[config.mk]
export PLATFORM = sky130hd
export DESIGN_NAME = cache_ctrl
export DESIGN_NICKNAME = d
export VERILOG_FILES = /design/src/rtl/cache_ctrl.sv
export SDC_FILE = /design/constraint.sdc
export NUM_CORES = 1
export LEC_CHECK = 0
export BUFFER_PORTS_ARGS = -buffer_cell sky130_fd_sc_hd__buf_2
export CAP_MARGIN = 5
export CORE_AREA = 2 2 522 524
export DETAILED_ROUTE_END_ITERATION = 8
export DIE_AREA = 0 0 524 526
export PLACE_DENSITY = 0.33
export SLEW_MARGIN = 20
export SYNTH_ARGS = -nofsm -noshare
export SYNTH_HDL_FRONTEND = slang
export SYNTH_SLANG_ARGS = --single-unit
[constraint.sdc]
create_clock -name clk -period 3.3 [get_ports clk]
set_input_delay 0.495 -clock clk [delete_from_list [all_inputs] [get_ports clk]]
set_output_delay 0.495 -clock clk [all_outputs]
set_load 0.01 [all_outputs]
[src/rtl/cache_ctrl.sv]
// cache_ctrl: miss-handling controller in front of a 2-way set-associative
// cache array. One CPU word request is in flight at a time. A miss writes
// back a dirty victim, refills the block over a block-wide memory handshake,
// then replays the access so that it hits.
// Optional build macro: CACHE_STAT_EN adds hit/miss statistics counters;
// without it hit_cnt and miss_cnt are tied to zero.
module cache_ctrl #(
    parameter int OFFSET_WIDTH = 3,
    parameter int INDEX_WIDTH  = 6,
    parameter int TAG_WIDTH    = 30 - OFFSET_WIDTH - INDEX_WIDTH
) (
    input  logic                         clk,
    input  logic                         rst,
    input  logic                         cpu_req,
    input  logic                         cpu_we,
    input  logic [31:0]                  cpu_addr,
    input  logic [31:0]                  cpu_wdata,
    input  logic [3:0]                   cpu_byte_w_en,
    output logic                         cpu_ack,
    output logic [31:0]                  cpu_rdata,
    output logic                         c_enable,
    output logic                         c_cmp,
    output logic                         c_write,
    output logic                         c_valid_in,
    output logic [3:0]                   c_byte_w_en,
    output logic [TAG_WIDTH-1:0]         c_tag_in,
    output logic [INDEX_WIDTH-1:0]       c_index,
    output logic [OFFSET_WIDTH-1:0]      c_word_sel,
    output logic [31:0]                  c_data_in,
    output logic [(32<<OFFSET_WIDTH)-1:0] c_data_block_in,
    input  logic                         c_hit,
    input  logic                         c_dirty,
    input  logic                         c_valid_out,
    input  logic [TAG_WIDTH-1:0]         c_tag_out,
    input  logic [31:0]                  c_data_out,
    input  logic [(32<<OFFSET_WIDTH)-1:0] c_data_wb,
    output logic                         mem_req,
    output logic                         mem_we,
    output logic [31:0]                  mem_addr,
    output logic [(32<<OFFSET_WIDTH)-1:0] mem_wdata,
    input  logic                         mem_ack,
    input  logic [(32<<OFFSET_WIDTH)-1:0] mem_rdata,
    output logic [31:0]                  hit_cnt,
    output logic [31:0]                  miss_cnt
);

    localparam int BLOCK_W = 32 << OFFSET_WIDTH;

    typedef enum logic [2:0] {IDLE, COMPARE, WRITEBACK, ALLOCATE, REFILL} state_t;

    state_t                  state_reg, state_next;
    logic                    req_we_reg;
    logic [TAG_WIDTH-1:0]    req_tag_reg;
    logic [INDEX_WIDTH-1:0]  req_index_reg;
    logic [OFFSET_WIDTH-1:0] req_word_reg;
    logic [31:0]             req_wdata_reg;
    logic [3:0]              req_be_reg;
    logic [TAG_WIDTH-1:0]    wb_tag_reg;
    logic [BLOCK_W-1:0]      wb_data_reg;
    logic                    wb_cap_reg;
    logic [BLOCK_W-1:0]      refill_data_reg;
    logic [31:0]             rdata_reg;
    logic                    wb_first;
    logic [TAG_WIDTH-1:0]    wb_tag_sel;

    // Byte-offset bits of the CPU address carry no information for word access.
    logic unused_addr_bits;
    assign unused_addr_bits = ^cpu_addr[1:0];

    // The array presents the victim combinationally during the first
    // write-back cycle; forward it so the memory sees a stable address/block
    // from the moment mem_req rises, then hold the captured copy.
    assign wb_first   = (state_reg == WRITEBACK) && !wb_cap_reg;
    assign wb_tag_sel = wb_first ? c_tag_out : wb_tag_reg;
    assign mem_wdata  = wb_first ? c_data_wb : wb_data_reg;
    assign mem_addr   = (state_reg == WRITEBACK)
                      ? {wb_tag_sel, req_index_reg, {(OFFSET_WIDTH+2){1'b0}}}
                      : {req_tag_reg, req_index_reg, {(OFFSET_WIDTH+2){1'b0}}};

    // Array address/data fields always come from the request latch.
    assign c_tag_in        = req_tag_reg;
    assign c_index         = req_index_reg;
    assign c_word_sel      = req_word_reg;
    assign c_data_in       = req_wdata_reg;
    assign c_data_block_in = refill_data_reg;

    // Load data bypasses on the ack cycle and is held afterwards.
    assign cpu_rdata = (cpu_ack && !req_we_reg) ? c_data_out : rdata_reg;

    // State register, request latch, write-back/refill buffers and load data.
    always_ff @(posedge clk or negedge rst) begin
        if (!rst) begin
            state_reg       <= IDLE;
            req_we_reg      <= 1'b0;
            req_tag_reg     <= '0;
            req_index_reg   <= '0;
            req_word_reg    <= '0;
            req_wdata_reg   <= '0;
            req_be_reg      <= '0;
            wb_tag_reg      <= '0;
            wb_data_reg     <= '0;
            wb_cap_reg      <= 1'b0;
            refill_data_reg <= '0;
            rdata_reg       <= '0;
        end else begin
            state_reg  <= state_next;
            wb_cap_reg <= (state_reg == WRITEBACK);
            if (state_reg == IDLE && cpu_req) begin
                req_we_reg    <= cpu_we;
                req_tag_reg   <= cpu_addr[31 -: TAG_WIDTH];
                req_index_reg <= cpu_addr[OFFSET_WIDTH+2 +: INDEX_WIDTH];
                req_word_reg  <= cpu_addr[2 +: OFFSET_WIDTH];
                req_wdata_reg <= cpu_wdata;
                req_be_reg    <= cpu_byte_w_en;
            end
            if (wb_first) begin
                wb_tag_reg  <= c_tag_out;
                wb_data_reg <= c_data_wb;
            end
            if (state_reg == ALLOCATE && mem_ack) begin
                refill_data_reg <= mem_rdata;
            end
            if (state_reg == COMPARE && c_hit && !req_we_reg) begin
                rdata_reg <= c_data_out;
            end
        end
    end

    // Next-state logic and array/memory/CPU control outputs.
    always_comb begin
        state_next  = state_reg;
        c_enable    = 1'b0;
        c_cmp       = 1'b0;
        c_write     = 1'b0;
        c_valid_in  = 1'b0;
        c_byte_w_en = 4'h0;
        cpu_ack     = 1'b0;
        mem_req     = 1'b0;
        mem_we      = 1'b0;
        case (state_reg)
            IDLE: begin
                if (cpu_req) state_next = COMPARE;
            end
            COMPARE: begin
                c_enable    = 1'b1;
                c_cmp       = 1'b1;
                c_valid_in  = 1'b1;
                c_write     = req_we_reg;
                c_byte_w_en = req_be_reg;
                if (c_hit) begin
                    cpu_ack    = 1'b1;
                    state_next = IDLE;
                end else if (c_valid_out && c_dirty) begin
                    state_next = WRITEBACK;
                end else begin
                    state_next = ALLOCATE;
                end
            end
            WRITEBACK: begin
                c_enable = 1'b1;
                mem_req  = 1'b1;
                mem_we   = 1'b1;
                if (mem_ack) state_next = ALLOCATE;
            end
            ALLOCATE: begin
                mem_req = 1'b1;
                if (mem_ack) state_next = REFILL;
            end
            REFILL: begin
                c_enable    = 1'b1;
                c_write     = 1'b1;
                c_valid_in  = 1'b1;
                c_byte_w_en = 4'hF;
                state_next  = COMPARE;
            end
            default: state_next = IDLE;
        endcase
    end

`ifdef CACHE_STAT_EN
    logic        replay_reg;
    logic [31:0] hit_cnt_reg;
    logic [31:0] miss_cnt_reg;

    // Count first-time hits and all misses; the replay after a refill is
    // part of the miss, not a hit of its own.
    always_ff @(posedge clk or negedge rst) begin
        if (!rst) begin
            replay_reg   <= 1'b0;
            hit_cnt_reg  <= '0;
            miss_cnt_reg <= '0;
        end else begin
            replay_reg <= (state_reg == REFILL);
            if (state_reg == COMPARE && c_hit && !replay_reg) hit_cnt_reg <= hit_cnt_reg + 32'd1;
            if (state_reg == COMPARE && !c_hit) miss_cnt_reg <= miss_cnt_reg + 32'd1;
        end
    end

    assign hit_cnt  = hit_cnt_reg;
    assign miss_cnt = miss_cnt_reg;
`else
    assign hit_cnt  = 32'd0;
    assign miss_cnt = 32'd0;
`endif

endmodule
Yosys cells after proc, flatten, opt, wreduce, memory -nomap -nowiden
Index checks and enable logic that the tools add are counted.

Flip-flop bits (word level): 636. Input bits: 641. Output and inout bits: 713.

Equal/unequal tests: 7. Mux-type cells: 19. Reductions and logical operators: 14.

Operator list (count): two-way mux 256 bit (1); two-way mux 32 bit (2); two-way mux 21 bit (1); one-hot mux 3 bit (5 select lines) (1); two-way mux 3 bit (3); two-way mux 1 bit (8); one-hot mux 4 bit (2 select lines) (1); logical AND 1 bit (7); == test 3 x 2 -> 1 bit (second input constant) (2); != test 2 bit (second input constant) (3); OR reduction 2 bit (2); == test 3 x 1 -> 1 bit (second input constant) (1); == test 3 bit (second input constant) (1); logical NOT 3 bit (1); AND reduction 3 bit (1); OR reduction 3 bit (1); logical NOT 1 bit (2); two-way mux 2 bit (1); one-hot mux 1 bit (2 select lines) (1).

Longest topological paths before layout
Depth in word-level cells: 4. Depth in mapped cells: 7.

Least setup slack after synthesis
No wires, ideal clock.

Kind: register to output. Start: reg state_reg[0]. End: out mem_wdata[250]. Arrival time: 1.879 ns. Data required time: 2.805 ns. Path slack: 0.926 ns. Cell stages (with the launch flop): 8. Buffers on the path: 4. Cells stage by stage: dfrtp_1 -> buf_2 -> nor3b_2 -> nor2b_1 -> buf_2 -> buf_4 -> buf_4 -> mux2_2.

Word-level cells in the longest chain between the ends: 3.

Ends and longest elaborated chain: start: declaration (RTL line 51) `state_t state_reg, state_next;`; start signal: assignment (RTL line 106) `state_reg <= state_next;`; == test 3 x 2 -> 1 bit (RTL line 73) `assign wb_first = (state_reg == WRITEBACK) && !wb_cap_reg;`; logical AND 1 bit (RTL line 73); two-way mux 256 bit; end: declaration (RTL line 40) `output logic [(32<<OFFSET_WIDTH)-1:0] mem_wdata,`.

Every way passes these cells.

Final worst setup path
Start: reg state_reg[0]. End: out mem_wdata[173].

Same word-level chain as after synthesis.

==> qor.log <==
[place] RePlAce Congestion 0.882
[drt] routed vias 21.1k
[yosys] number of distinct library cell variants in the gate-level netlist after synthesis 25
[cts] clock slew at reported path FFs 0.06 ns
[place] HPWL after detailed placement 139000 um
[timing] Clock Skew 0.0583 ns
[global_routing] antenna violations before repair 105
[setup_path] element type at the critical path start register
[drt] post-detailed-route DRC marker count 0
[hold_path] Worst Hold Path Cells 2
[setup_path] element type at the critical path end output port
[die] vertical die dimension 526 um
[place] worst setup slack after placement 0.620 ns
[drt] count of TritonRoute iterations in the first routing pass 5
[yosys] total of flip-flops plus latches after synthesis 636
[setup_path] required time of the worst setup path 2.80 ns
[outcome] status finished, final reports clean
[final_layout] Non-Filler Instances 7133
[final_layout] area grow syn2layout 86.6%
[die] starting utilization of the core area 0.0916
[die] floorplan die area 0.276 sq mm
[job] number of maximum-capacitance constraint violations 0
[setup_path] worst-path maximum fanout 13
[power_and_ir_drop] Worst VDD drop 0.000517 V
[timing] worst hold slack across all endpoints 0.0524 ns
[timing] fin crit period 3.26 ns
[cts] clock network latency to the later pin of the worst-skew pair 0.81 ns
[timing] share of the cycle needed by the critical path after routing 0.987
[yosys] sequential share of the synthesized area 0.644
[die] I/O pins 1354
[global_routing] grt ovf 0
[power_and_ir_drop] sw power 17.5 mW
[power_and_ir_drop] Sw Share 0.378
[drt] final wirelength 171000 um
[final_layout] share of post-route cells with drive strength above 1 0.612
[drt] number of DRC markers after the initial detailed-route iteration 860
[cts] Inserted Clock Buffers 92
[drt] vias per cell 2.95
[timing] max frequency 307 MHz
[global_routing] Tot GR Track Use 0.117
[timing] count of endpoints failing hold in the final timing report 0
[cts] root buffer cell sky130_fd_sc_hd__clkbuf_16
[yosys] post-synthesis cell count 1522
[power_and_ir_drop] internal cell power 28.8 mW
[final_layout] filler cell count 29.9k
[global_routing] largest net degree at the start of global routing 66
[global_routing] vias in the first global route 22.5k
[setup_path] Register-to-Register Path Depth 7
[place] count of input and output buffers 1282
[setup_path] Worst EP arrival 2.76 ns
[power_and_ir_drop] fraction of power consumed by sequential logic 0.290
[place] placed insts 6359
[timing] Slew headroom 0.481
[cts] htree depth 3
[setup_path] critical path start-end classification register to output port
[timing] count of final setup violators 0
[power_and_ir_drop] part of the total power dissipated in combinational logic 0.490
[hold_path] class of the most critical hold timing path primary input to register
[power_and_ir_drop] Clock Power Share 0.220
[timing] final max-slew violation count 0
[timing] Worst Setup Slack, final 0.0418 ns
[timing] Setup Total Neg Slack 0 ns
[power_and_ir_drop] static leakage 20.8 nW
[timing] RSZ-0062 raised after global routing true
[power_and_ir_drop] pwr/cell area 1000 mW/mm^2
[timing] Worst Tran Pin Value 0.778 ns
[drt] final antenna-violating net count 0
[die] Die X-Extent 524 um
[yosys] Warnings, synthesis 0
[cts] Bufs on Longest Clock Path 4
[drt] post-DR wirelength/cell 24.0 um
[die] Core Region 0.270 sq mm
[yosys] synthesized area divided by synthesized cell count 16.2 sq um
[cts] clock tree from TritonCTS yes
[final_layout] post-layout net count 4101
[die] # rows 191
[global_routing] global-route wire length before repair 215000 um
[yosys] area of the mapped netlist 0.0247 sq mm
[cts] clock sink count 636
==> cell usage after synthesis <==
cell | n | share of area
sky130_fd_sc_hd__nand2b_1 | 2 | 0.00051
sky130_fd_sc_hd__and2_1 | 1 | 0.00025
sky130_fd_sc_hd__dfrtp_1 | 636 | 0.64
sky130_fd_sc_hd__nor2_1 | 23 | 0.0035
sky130_fd_sc_hd__nand2_1 | 8 | 0.0012
sky130_fd_sc_hd__nor4b_2 | 1 | 0.00061
sky130_fd_sc_hd__mux2_2 | 610 | 0.28
sky130_fd_sc_hd__nand3_1 | 1 | 0.00020
sky130_fd_sc_hd__or2_2 | 1 | 0.00025
sky130_fd_sc_hd__buf_1 | 1 | 0.00015
sky130_fd_sc_hd__buf_4 | 122 | 0.037
sky130_fd_sc_hd__o21ai_0 | 1 | 0.00020
sky130_fd_sc_hd__clkbuf_1 | 11 | 0.0017
sky130_fd_sc_hd__buf_6 | 2 | 0.00091
sky130_fd_sc_hd__xor2_1 | 1 | 0.00035
sky130_fd_sc_hd__mux2i_1 | 21 | 0.0085
sky130_fd_sc_hd__and3b_1 | 1 | 0.00035
sky130_fd_sc_hd__conb_1 | 1 | 0.00015
sky130_fd_sc_hd__and3_1 | 1 | 0.00025
sky130_fd_sc_hd__nor3b_2 | 2 | 0.0010
sky130_fd_sc_hd__nor3b_1 | 1 | 0.00030
sky130_fd_sc_hd__buf_2 | 20 | 0.0040
sky130_fd_sc_hd__a21oi_1 | 29 | 0.0059
sky130_fd_sc_hd__mux2_1 | 22 | 0.010
sky130_fd_sc_hd__nor2b_1 | 3 | 0.00076
==> worst paths after layout <==
kind | startpoint | endpoint | slack [ns]
max in group asynchronous | rst | c_data_block_in[145]$_DFFE_PN0P_ | 1.97
min | mem_rdata[83] | c_data_block_in[83]$_DFFE_PN0P_ | 0.05
min in group asynchronous | rst | c_data_block_in[229]$_DFFE_PN0P_ | 0.37
max reg2reg | state_reg[0]$_DFFE_PN0P_ | c_data_block_in[140]$_DFFE_PN0P_ | 0.79
min reg2reg | wb_data_reg[45]$_DFF_PN0_ | wb_data_reg[45]$_DFF_PN0_ | 0.48
max | state_reg[0]$_DFFE_PN0P_ | mem_wdata[173] | 0.04
==> repair_timing <==
action                     CTS  global route
hold endpoints to repair   580             0
hold buffers               544             0
pin swaps                    2             2
cloned                       9            11
setup buffers               12             6
setup endpoints to repair  281           263
gates resized for setup    148           224
==> logic make-up (layout without fill, tap and decap cells) <==
family                    count (synthesis)  count (layout)  share of synthesized area
muxes                                   653             653                      0.296
DFF                                     636             636                      0.644
buffers and inverters                   156            2095                     0.0438
and+or+nand+nor                          45              45                    0.00921
AOI/OAI and AO/OA                        30              30                    0.00607
other                                     1             103                   0.000152
xor gates and xnor gates                  1               1                   0.000354
==> power groups by stage <==
stage | combinational, mW | sequential (mW) | clock [mW]
3_3_place_gp | 19.4 | 13.4 | 0
3_5_place_dp | 19.4 | 13.5 | 0
5_1_grt | 24.2 | 13.9 | 10.9
4_1_cts | 21.6 | 13.4 | 10.7
6_report | 22.7 | 13.5 | 10.2
2_1_floorplan | 8.56 | 14.2 | 0
==> per-stage QoR <==
step / utilization / total power [mW] / instance area (sq um)
floorplan: - / 22.7 / 25000
global placement: 0.132 / 32.8 / 35600
detailed placement: 0.132 / 32.9 / 35600
CTS: 0.167 / 45.7 / 45100
global route: 0.171 / 49.0 / 46100
finish: 0.171 / 46.3 / 46100
==> layer usage <==
layer	GRT usage	vias to the layer above	part of all wire
li1	-	9124	-
met1	0.148	10500	0.43
met3	0.0440	245	0.10
met4	0.0339	38	0.029
met5	0	-	0.0013
met2	0.184	1216	0.44
==> area by class of cell <==
cell class              instances  area, sq um  share of cell area
well taps                    3570         4470              0.0968
multi-input cells             798         8540               0.185
repair buffers               1932        14100               0.305
diodes                         34         85.1             0.00184
flip-flops and latches        636        15900               0.345
clock buffers                 125         2620              0.0568
clock inverters                38          430             0.00933
==> cell usage in the layout, fill, tap and decap left out, types with 4 or more instances in the layout <==
master / Yosys / layout
sky130_fd_sc_hd__bufinv_16: 0 / 7
sky130_fd_sc_hd__buf_4: 122 / 72
sky130_fd_sc_hd__mux2_4: 0 / 142
sky130_fd_sc_hd__mux2_2: 610 / 475
sky130_fd_sc_hd__conb_1: 1 / 69
sky130_fd_sc_hd__a21oi_1: 29 / 29
sky130_fd_sc_hd__clkbuf_16: 0 / 104
sky130_fd_sc_hd__dfrtp_1: 636 / 635
sky130_fd_sc_hd__inv_6: 0 / 5
sky130_fd_sc_hd__buf_12: 0 / 32
sky130_fd_sc_hd__nand2_1: 8 / 8
sky130_fd_sc_hd__buf_8: 0 / 5
sky130_fd_sc_hd__clkinvlp_4: 0 / 4
sky130_fd_sc_hd__clkbuf_1: 11 / 16
sky130_fd_sc_hd__buf_16: 0 / 11
sky130_fd_sc_hd__diode_2: 0 / 34
sky130_fd_sc_hd__dlygate4sd3_1: 0 / 544
sky130_fd_sc_hd__nor2_1: 23 / 23
sky130_fd_sc_hd__buf_6: 2 / 83
sky130_fd_sc_hd__mux2_1: 22 / 15
sky130_fd_sc_hd__clkinv_2: 0 / 18
sky130_fd_sc_hd__buf_2: 20 / 1175
sky130_fd_sc_hd__clkbuf_8: 0 / 15
sky130_fd_sc_hd__mux2i_1: 21 / 21
==> worst max-delay path: stages (launching register included) <==
cell                        delay, ns
sky130_fd_sc_hd__dfrtp_1         0.40
sky130_fd_sc_hd__nor3b_4         0.23
sky130_fd_sc_hd__nor2b_4         0.19
sky130_fd_sc_hd__buf_12          0.16
sky130_fd_sc_hd__buf_12          0.23
sky130_fd_sc_hd__clkbuf_16       0.23
sky130_fd_sc_hd__mux2_2          0.36
sky130_fd_sc_hd__buf_2           0.14
No activity file was read; power rests on OpenSTA's default activity.
